`config.mk`:
```
export PLATFORM = sky130hd
export DESIGN_NAME = led_shift_driver
export DESIGN_NICKNAME = d
export VERILOG_FILES = /design/src/rtl/led_shift_driver.sv
export SDC_FILE = /design/constraint.sdc
export NUM_CORES = 1
export LEC_CHECK = 0
export BUFFER_PORTS_ARGS = -buffer_cell sky130_fd_sc_hd__buf_4
export CAP_MARGIN = 20
export CORE_AREA = 2 2 70 72
export DETAILED_ROUTE_END_ITERATION = 8
export DIE_AREA = 0 0 72 74
export PLACE_DENSITY = 0.86
export SETUP_SLACK_MARGIN = 0.5
export SYNTH_ARGS = -nofsm -noshare
export SYNTH_HDL_FRONTEND = slang
export SYNTH_SLANG_ARGS = --single-unit
```
`constraint.sdc`:
```
create_clock -name clk -period 4.1 [get_ports clk]
set_input_delay 1.025 -clock clk [delete_from_list [all_inputs] [get_ports clk]]
set_output_delay 1.025 -clock clk [all_outputs]
set_load 0.05 [all_outputs]
```
`src/rtl/led_shift_driver.sv`:
```
// Serial transmitter for a 74HC595-style LED chain: shifts a parallel word out MSB first,
// then pulses the storage-register clock so every LED updates together.
module led_shift_driver #(
  parameter int WIDTH   = 32,
  parameter int CLK_DIV = 100
) (
  input  logic             clk,
  input  logic             reset_n,
  input  logic [WIDTH-1:0] data_in,
  input  logic             start,
  output logic             busy,
  output logic             done,
  output logic             sr_clk_out,
  output logic             sr_data_out,
  output logic             latch_out
);

  localparam int DW = $clog2(CLK_DIV + 1);
  localparam int BW = $clog2(WIDTH + 1);
  localparam logic [DW-1:0] DIV_LAST = DW'(CLK_DIV - 1);
  localparam logic [BW-1:0] IDX_MSB  = BW'(WIDTH - 1);

  typedef enum logic [2:0] {
    S_IDLE,
    S_SHIFT_LO,
    S_SHIFT_HI,
    S_LATCH,
    S_DONE
  } state_t;

  state_t           state_q;
  logic [WIDTH-1:0] shadow_q;
  logic [WIDTH-1:0] shadow_d;
  logic [DW-1:0]    div_q;
  logic [BW-1:0]    bit_idx_q;
  logic             busy_q;
  logic             done_q;
  logic             sr_clk_q;
  logic             sr_data_q;
  logic             latch_q;
  logic             div_last;

  // The shadow shifts left once per bit, so its MSB is always the next bit to send.
  assign shadow_d = shadow_q << 1;
  assign div_last = (div_q == DIV_LAST);

  always_ff @(posedge clk or negedge reset_n) begin
    if (!reset_n) begin
      state_q   <= S_IDLE;
      shadow_q  <= '0;
      div_q     <= '0;
      bit_idx_q <= '0;
      busy_q    <= 1'b0;
      done_q    <= 1'b0;
      sr_clk_q  <= 1'b0;
      sr_data_q <= 1'b0;
      latch_q   <= 1'b0;
    end else begin
      case (state_q)
        S_IDLE: begin
          if (start) begin
            shadow_q  <= data_in;
            bit_idx_q <= IDX_MSB;
            sr_data_q <= data_in[WIDTH-1];
            sr_clk_q  <= 1'b0;
            busy_q    <= 1'b1;
            div_q     <= '0;
            state_q   <= S_SHIFT_LO;
          end
        end
        S_SHIFT_LO: begin
          if (div_last) begin
            div_q    <= '0;
            sr_clk_q <= 1'b1;
            state_q  <= S_SHIFT_HI;
          end else begin
            div_q <= div_q + 1'b1;
          end
        end
        S_SHIFT_HI: begin
          if (div_last) begin
            div_q    <= '0;
            sr_clk_q <= 1'b0;
            // Data only moves on the falling edge of sr_clk, giving a full phase of setup and hold.
            if (bit_idx_q != '0) begin
              bit_idx_q <= bit_idx_q - 1'b1;
              shadow_q  <= shadow_d;
              sr_data_q <= shadow_d[WIDTH-1];
              state_q   <= S_SHIFT_LO;
            end else begin
              sr_data_q <= 1'b0;
              latch_q   <= 1'b1;
              state_q   <= S_LATCH;
            end
          end else begin
            div_q <= div_q + 1'b1;
          end
        end
        S_LATCH: begin
          if (div_last) begin
            div_q   <= '0;
            latch_q <= 1'b0;
            done_q  <= 1'b1;
            state_q <= S_DONE;
          end else begin
            div_q <= div_q + 1'b1;
          end
        end
        S_DONE: begin
          busy_q  <= 1'b0;
          done_q  <= 1'b0;
          state_q <= S_IDLE;
        end
        default: begin
          state_q <= S_IDLE;
        end
      endcase
    end
  end

  assign busy        = busy_q;
  assign done        = done_q;
  assign sr_clk_out  = sr_clk_q;
  assign sr_data_out = sr_data_q;
  assign latch_out   = latch_q;

endmodule

```
==> impl_metrics.tcl, run 1 <==
set metrics [dict create \
    place_inst 340 \
    top_layer "met4" \
    layout_min_cycle_time_ns 2.41 \
    max_freq_mhz 415 \
    worst_slew_pin_slew_ns 0.852 \
    via_per_inst 6.14 \
    htreeDepth 2 \
    path_cells "inv_1 > ha_1 > or4b_1 > o211a_1 > o21a_1 > buf_4 > a2bb2oi_1" \
    crit_buf_inv 2 \
    met3_length_microns 269 \
    antenna_cells 0 \
    hold_class "reg -> reg" \
    cts_sinks 52 \
    rsz0062_at_grt "false" \
    final_cell_area_sq_um 3070 \
    critPathTopFamily "compound AO/OA/AOI/OAI gates" \
    wl_met1_microns 2580 \
    crit_cells 7 \
    worstPathRequired_ns 4.27 \
    outcome "complete, no violations" \
    wirelength_microns 5590 \
    synthFlopType "dfrtp_1" \
    vdd_ir_drop_max_uv 338 \
    synthArstFlopShare_pct 100 \
    drtIter0Drc 194 \
    ys.warnings.count 0 \
    dp_hpwl_microns 3570 \
    ys_seq_area_share_pct 48.3 \
    path_clk_slew_ns 0.09 \
    root_buffer "clkbuf_8" \
    synthCells 267 \
    pre_cts_ws_ns 1.63 \
    reg2reg_slack_ns 1.69 \
    leakage_nw 1.33 \
    detail-route-antenna-nets 0 \
    slew_violations 0 \
    final_nets 330 \
    hold_violations 0 \
    numCtsBuffers 5 \
    numPortBuffers 39 \
    rr_startpoint "bit_idx_q[0]" \
    num_rows 25 \
    fin_cells 348 \
    skew_ns 0.00988 \
    grt_max_degree 63 \
    worstPathArrival_ns 2.58 \
    setup_violations 0 \
    gp_congestion 0.931 \
    cts_resized 0 \
    ys_types 47 \
    crit_fanout 31 \
    layout_setup_ws_ns 1.69 \
    place_area_sq_um 2960 \
    setup_tns_ns 0 \
    synth_area_leader_cell "dfrtp_1" \
    netlist_area_sq_um 2690 \
    end_kind "flop" \
    power_mw 1.74 \
    die_w_microns 72 \
    synthTopCellsByCount "52 x dfrtp_1, 30 x a2bb2oi_1, 30 x nand2b_1" \
    die_h_microns 74 \
    timing.rr.end "shadow_q[10]" \
    min_period_over_period_pct 58.8 \
    area_delta_synth_final_pct 14.1 \
    drive_gt1_share_pct 20.1 \
    wl_met2_microns 2680 \
    hold_buffers 0 \
    dr.pass1.iters 5 \
    first_global_vias 2011 \
    holdWs_ns 0.497 \
    hold_depth 1 \
    p_per_area_nw_per_um2 565 \
    clockBufferDepth 2 \
    max-cap-violations 0 \
    grt_usage_pct 22.7 \
    grt-ovfl-total 0 \
    r2r_cells 7 \
    synth_top_area_share_pct 48.3 \
    cp-start-kind "flop" \
    antenna_found_initial 0 \
    core_sq_um 4600 \
    ys_ff_latch 52 \
    synth-edff-count 0 \
    clk_latency_ns 0.31 \
    grt_pass1_wl_microns 9420 \
    synth_most_common_cell "dfrtp_1" \
    cts_tree "yes" \
    cts_setup_buffers 0 \
    die_area_sq_um 5330 \
    critPathMaxStageDelay_ns 0.58 \
    initial_core_util_pct 58.5 \
    hold_end "done" \
    critPathKind "reg -> reg" \
    slowest_stage "or4b_1" \
    drc_errors 0 \
    vias 2137 \
    syn_nets 304 \
    slew_headroom_pct 42.9 \
    syn-mean-instance-area_sq_um 10.1 \
    io-pin-count 40 \
    synth_area_leaders "dfrtp_1 48%, a2bb2oi_1 9.8%, nand2b_1 7.0%, o22ai_1 6.7%, a21oi_1 2.0%" \
    wl_per_cell_microns 16.1 \
    hold_path_startpoint "done" \
    postLayoutCoreUtil_pct 66.8 \
]
==> final cells by class <==
class                           count  area, sq um
Fill cell                         365         1530
Multi-Input combinational cell    183         1240
Clock buffer                        5         68.8
Inverter                            8         30.0
Tap cell                           54         67.6
Sequential cell                    52         1300
Clock inverter                      3         42.5
Timing Repair Buffer               43          323
==> worst register-to-register path, stage by stage (launching register included) <==
cell and delay [ns]:
dfrtp_1 0.38, inv_1 0.09, ha_1 0.23, or4b_1 0.58
o211a_1 0.30, o21a_1 0.25, buf_4 0.26, a2bb2oi_1 0.19
==> report_power, final <==
group	internal [mW]	leakage (nW)	switching, mW
combinational	0.295	0.653	0.197
clock	0.181	0.0541	0.168
sequential	0.733	0.620	0.161
==> logic make-up (layout without fill, tap and decap cells) <==
logic type	after synthesis	count (layout)	share of synthesized area (%)
xor gates and xnor gates	2	2	0.651
adders and majority gates	2	2	0.930
and+or+nand+nor	76	76	15.8
buffers and inverters	32	59	6.14
muxes	4	4	1.72
AOI/OAI and AO/OA	99	99	26.4
DFF	52	52	48.3
==> cells in the final DEF (no fill, tap or decap), types with 2 or more instances in the layout <==
master,netlist,routed
nand4_1,2,2
nor2_1,14,13
o22ai_1,29,29
nor3_1,4,3
buf_4,2,43
or3_1,2,2
ha_1,2,2
a22o_1,3,3
nand2b_1,30,30
o31ai_1,2,2
mux2i_1,2,2
a2bb2oi_1,30,30
nand3_1,4,4
a21oi_1,11,11
a31oi_1,2,2
inv_1,8,8
dfrtp_1,52,52
clkbuf_8,0,5
o21ai_0,7,7
a21o_1,2,2
nand2_1,9,9
o211a_1,2,2
xnor2_1,2,2
a211oi_1,3,3
==> metal layers <==
metal  vias to the layer above  GRT usage (%)
li1                       1053              -
met3                         5           5.83
met1                      1037           30.2
met4                         0           6.92
met2                        42           37.1
met5                         -              0
==> how the worst max path moves through the flow <==
stage | start | end | slack, ns
6_report | bit_idx_q[0] | shadow_q[10] | 1.69
2_1_floorplan | start | shadow_q[13] | 1.92
3_3_place_gp | start | sr_data_out | 1.66
3_5_place_dp | start | sr_data_out | 1.63
5_1_grt | bit_idx_q[0] | shadow_q[8] | 1.56
4_1_cts | bit_idx_q[0] | shadow_q[10] | 1.70
==> state kept, by name (all words and copies together), names as in the netlist <==
| name | flops |
|---|---|
| sr_clk_out | 1 |
| state_q | 3 |
| busy | 1 |
| bit_idx_q | 6 |
| shadow_q | 31 |
| div_q | 7 |
| sr_data_out | 1 |
| done | 1 |
| latch_out | 1 |
No activity file was read; power rests on OpenSTA's default activity.
==> run 2: changes to the inputs <==
- ABC_AREA: default -> 1
- CORE_AREA: 2 2 70 72 -> 2 2 78 80
- DIE_AREA: 0 0 72 74 -> 0 0 80 82
- PLACE_DENSITY: 0.86 -> 0.77
- clock period: 4.1 -> 2 ns (I/O delays scaled with it)
==> run 2 against run 1 <==
  * Sequential cell count is the same
  * Routed wire length grew 26%
  * Clock-buffer cell count is the same
  * Highest routed layer unchanged
  * Register-to-register slack lost 1.3 ns
==> impl_metrics.tcl, run 2 <==
set metrics [dict create \
    outcome "complete, no violations" \
    crit_path_start "state_q[2]" \
    syn_nets 424 \
    final_nets 481 \
    ys_ff_latch 52 \
    synth_area_leaders "dfrtp_1 46%, nand2_1 31%, nand3_1 2.7%, buf_6 2.4%, inv_1 2.1%" \
    worst_slew_pin_slew_ns 0.649 \
    fin_cells 520 \
    power.net_switching_mw 0.444 \
    path_cells "nor2_4 > nand2_8 > o21ai_4 > buf_12 > nand2_8 > nand2_1 > nand2_1" \
    clk_latency_ns 0.32 \
    num_rows 28 \
    detail-route-antenna-nets 0 \
    layout.cells.most_common "nand2_1" \
    clockBufferDepth 2 \
    setup_violations 0 \
    io-pin-count 40 \
    slew_headroom_pct 56.7 \
    synth_area_leader_cell "dfrtp_1" \
    slew_violations 0 \
    first_global_vias 2469 \
    netlist_area_sq_um 2820 \
    setup_tns_ns 0 \
    max-cap-violations 0 \
    use_met1_pct 30.6 \
    synthArstFlopShare_pct 100 \
    regMostFlops "shadow_q" \
    die_area_sq_um 6560 \
    rsz0062_at_grt "true" \
    skew_ns 0.0126 \
    numCtsBuffers 5 \
    die_w_microns 80 \
    wl_per_cell_microns 13.6 \
    antenna_cells 0 \
    die_h_microns 82 \
    worstPathRequired_ns 2.21 \
    dp_hpwl_microns 3860 \
    numPortBuffers 39 \
    hold_violations 0 \
    synth_fa_ha_area_share_pct 0.888 \
    synthFlopType "dfrtp_1" \
    synth_top_family_by_area "simple AND/OR/NAND/NOR gates" \
    drc_errors 0 \
    slowest_stage "dfrtp_1" \
    drive_gt1_share_pct 26.5 \
    rr_startpoint "state_q[2]" \
    pwr-share-seq_pct 58.2 \
    root_buffer "clkbuf_8" \
    syn-mean-instance-area_sq_um 7.28 \
    area_delta_synth_final_pct 29.9 \
    p_int_mw 1.37 \
    synth_top_area_share_pct 46.2 \
    p_sw_share_pct 24.5 \
    crit_fanout 9 \
    grt_usage_pct 22.7 \
    muxShareOfSynthArea_pct 0 \
    leakage_nw 1.97 \
    hold_class "in -> async" \
    gp_congestion 0.850 \
    cts_sinks 52 \
    core_sq_um 5750 \
    synthSimpleGateAreaFrac_pct 41.7 \
    largest_reg_flops 31 \
    grt_busiest_layer "met2" \
    synth-xor-area-share_pct 0.933 \
    vdd_ir_drop_max_uv 331 \
    layout_min_cycle_time_ns 1.57 \
    power_frac_comb_pct 5.8 \
    cts_tree "yes" \
    dr.pass1.iters 4 \
    max_freq_mhz 635 \
    grt_pass1_wl_microns 11700 \
    drtIter0Drc 216 \
    top_regs "shadow_q x31, div_q x7, bit_idx_q x6" \
    end_kind "flop" \
    htreeDepth 2 \
    synth_compound_area_share_pct 3.91 \
    met3_usage_pct 3.63 \
    antenna_found_initial 0 \
    ys_seq_area_share_pct 46.2 \
    ys_types 30 \
    cp-start-kind "flop" \
    wirelength_microns 7060 \
    grt_use_met2_pct 38.8 \
    min_period_over_period_pct 78.7 \
    synth-edff-count 0 \
    synthCells 387 \
    critPathKind "reg -> reg" \
    synth_most_common_cell "nand2_1" \
    p_per_area_nw_per_um2 494 \
    grt_max_degree 53 \
    place_inst 491 \
    p_clk_share_pct 36.1 \
    via_per_inst 5.04 \
    holdWs_ns 0.198 \
    path_clk_slew_ns 0.11 \
    critPathMaxStageDelay_ns 0.45 \
    worstPathArrival_ns 1.79 \
    grt-ovfl-total 0 \
    vias 2622 \
    synthTopCellsByCount "231 x nand2_1, 52 x dfrtp_1, 16 x inv_1" \
    postLayoutCoreUtil_pct 63.7 \
    initial_core_util_pct 49.0 \
    ys.warnings.count 0 \
    layout_common_cells "212 x nand2_1, 50 x dfrtp_1, 50 x buf_4" \
]
==> run 2: changes by cell type in the layout (fill, tap and decap cells not counted), sizes merged, moves of 6 or more <==
cell	previous run	this run
a2bb2oi	30	0
nor2	14	20
nand2b	30	0
nand3	4	16
nand2	9	241
buf	43	56
o22ai	29	2
a21oi	11	5
inv	8	20
==> run 2: layer usage <==
layer / part of all wire, % / wire [microns]
met1: 42 / 2980
met2: 52 / 3640
met3: 5.3 / 373
met4: 0.92 / 65
met5: 0 / 0
==> run 2: worst paths after layout <==
check,endpoint,slack (ns),depth (start not counted)
max in group asynchronous,state_q[0],1.34,1
max,bit_idx_q[3],0.43,7
min reg2reg,shadow_q[12],0.49,2
min,div_q[5],0.20,1
max reg2reg,bit_idx_q[3],0.43,7
min in group clk,shadow_q[0],0.40,3
==> run 2: worst max-delay path, delay by kind of cell, from the launching register on <==
family,cells,cell delay (ns)
and+or+nand+nor,5,0.60
DFF,1,0.45
AOI/OAI and AO/OA,1,0.24
buffers and inverters,1,0.17
==> run 2: logic make-up (layout without fill, tap and decap cells) <==
group           Yosys count  in the layout
flops                    52             52
buf+inv                  33             86
fa+ha+maj                 2              2
xor+xnor                  3              3
compound gates           20             20
simple gates            277            282
==> run 2: what timing repair did <==
item / 4_1_cts / 5_1_grt
hold buffers: 0 / 0
hold endpoints to repair: 0 / 0
setup endpoints to repair: 39 / 47
gates resized for setup: 28 / 25
cloned: 5 / 2
pin swaps: 9 / 7
buffers inserted: 12 / 2
==> run 2: layout make-up <==
class / count / area [sq um]
inverters: 20 / 90.1
clock inverters: 3 / 27.5
clock buffers: 5 / 68.8
flip-flops and latches: 52 / 1300
repair buffers: 58 / 528
fillers: 496 / 2080
multi-input cells: 307 / 1550
well taps: 75 / 93.8
==> run 2: through the flow <==
stage	cell area, sq um	setup slack (ns)	power, mW
4_1_cts	3520	0.484	1.82
2_1_floorplan	2820	0.517	1.10
3_5_place_dp	3140	0.253	1.18
3_3_place_gp	3140	0.285	1.18
5_1_grt	3660	0.354	1.88
6_report	3660	0.425	1.81
==> run 2: power groups by stage <==
stage | Sequential (mW) | Combinational, mW | Clock, mW
finish | 1.05 | 0.104 | 0.653
global route | 1.05 | 0.121 | 0.702
CTS | 1.05 | 0.105 | 0.658
detailed placement | 1.07 | 0.104 | 0
global placement | 1.07 | 0.105 | 0
floorplan | 1.07 | 0.0284 | 0
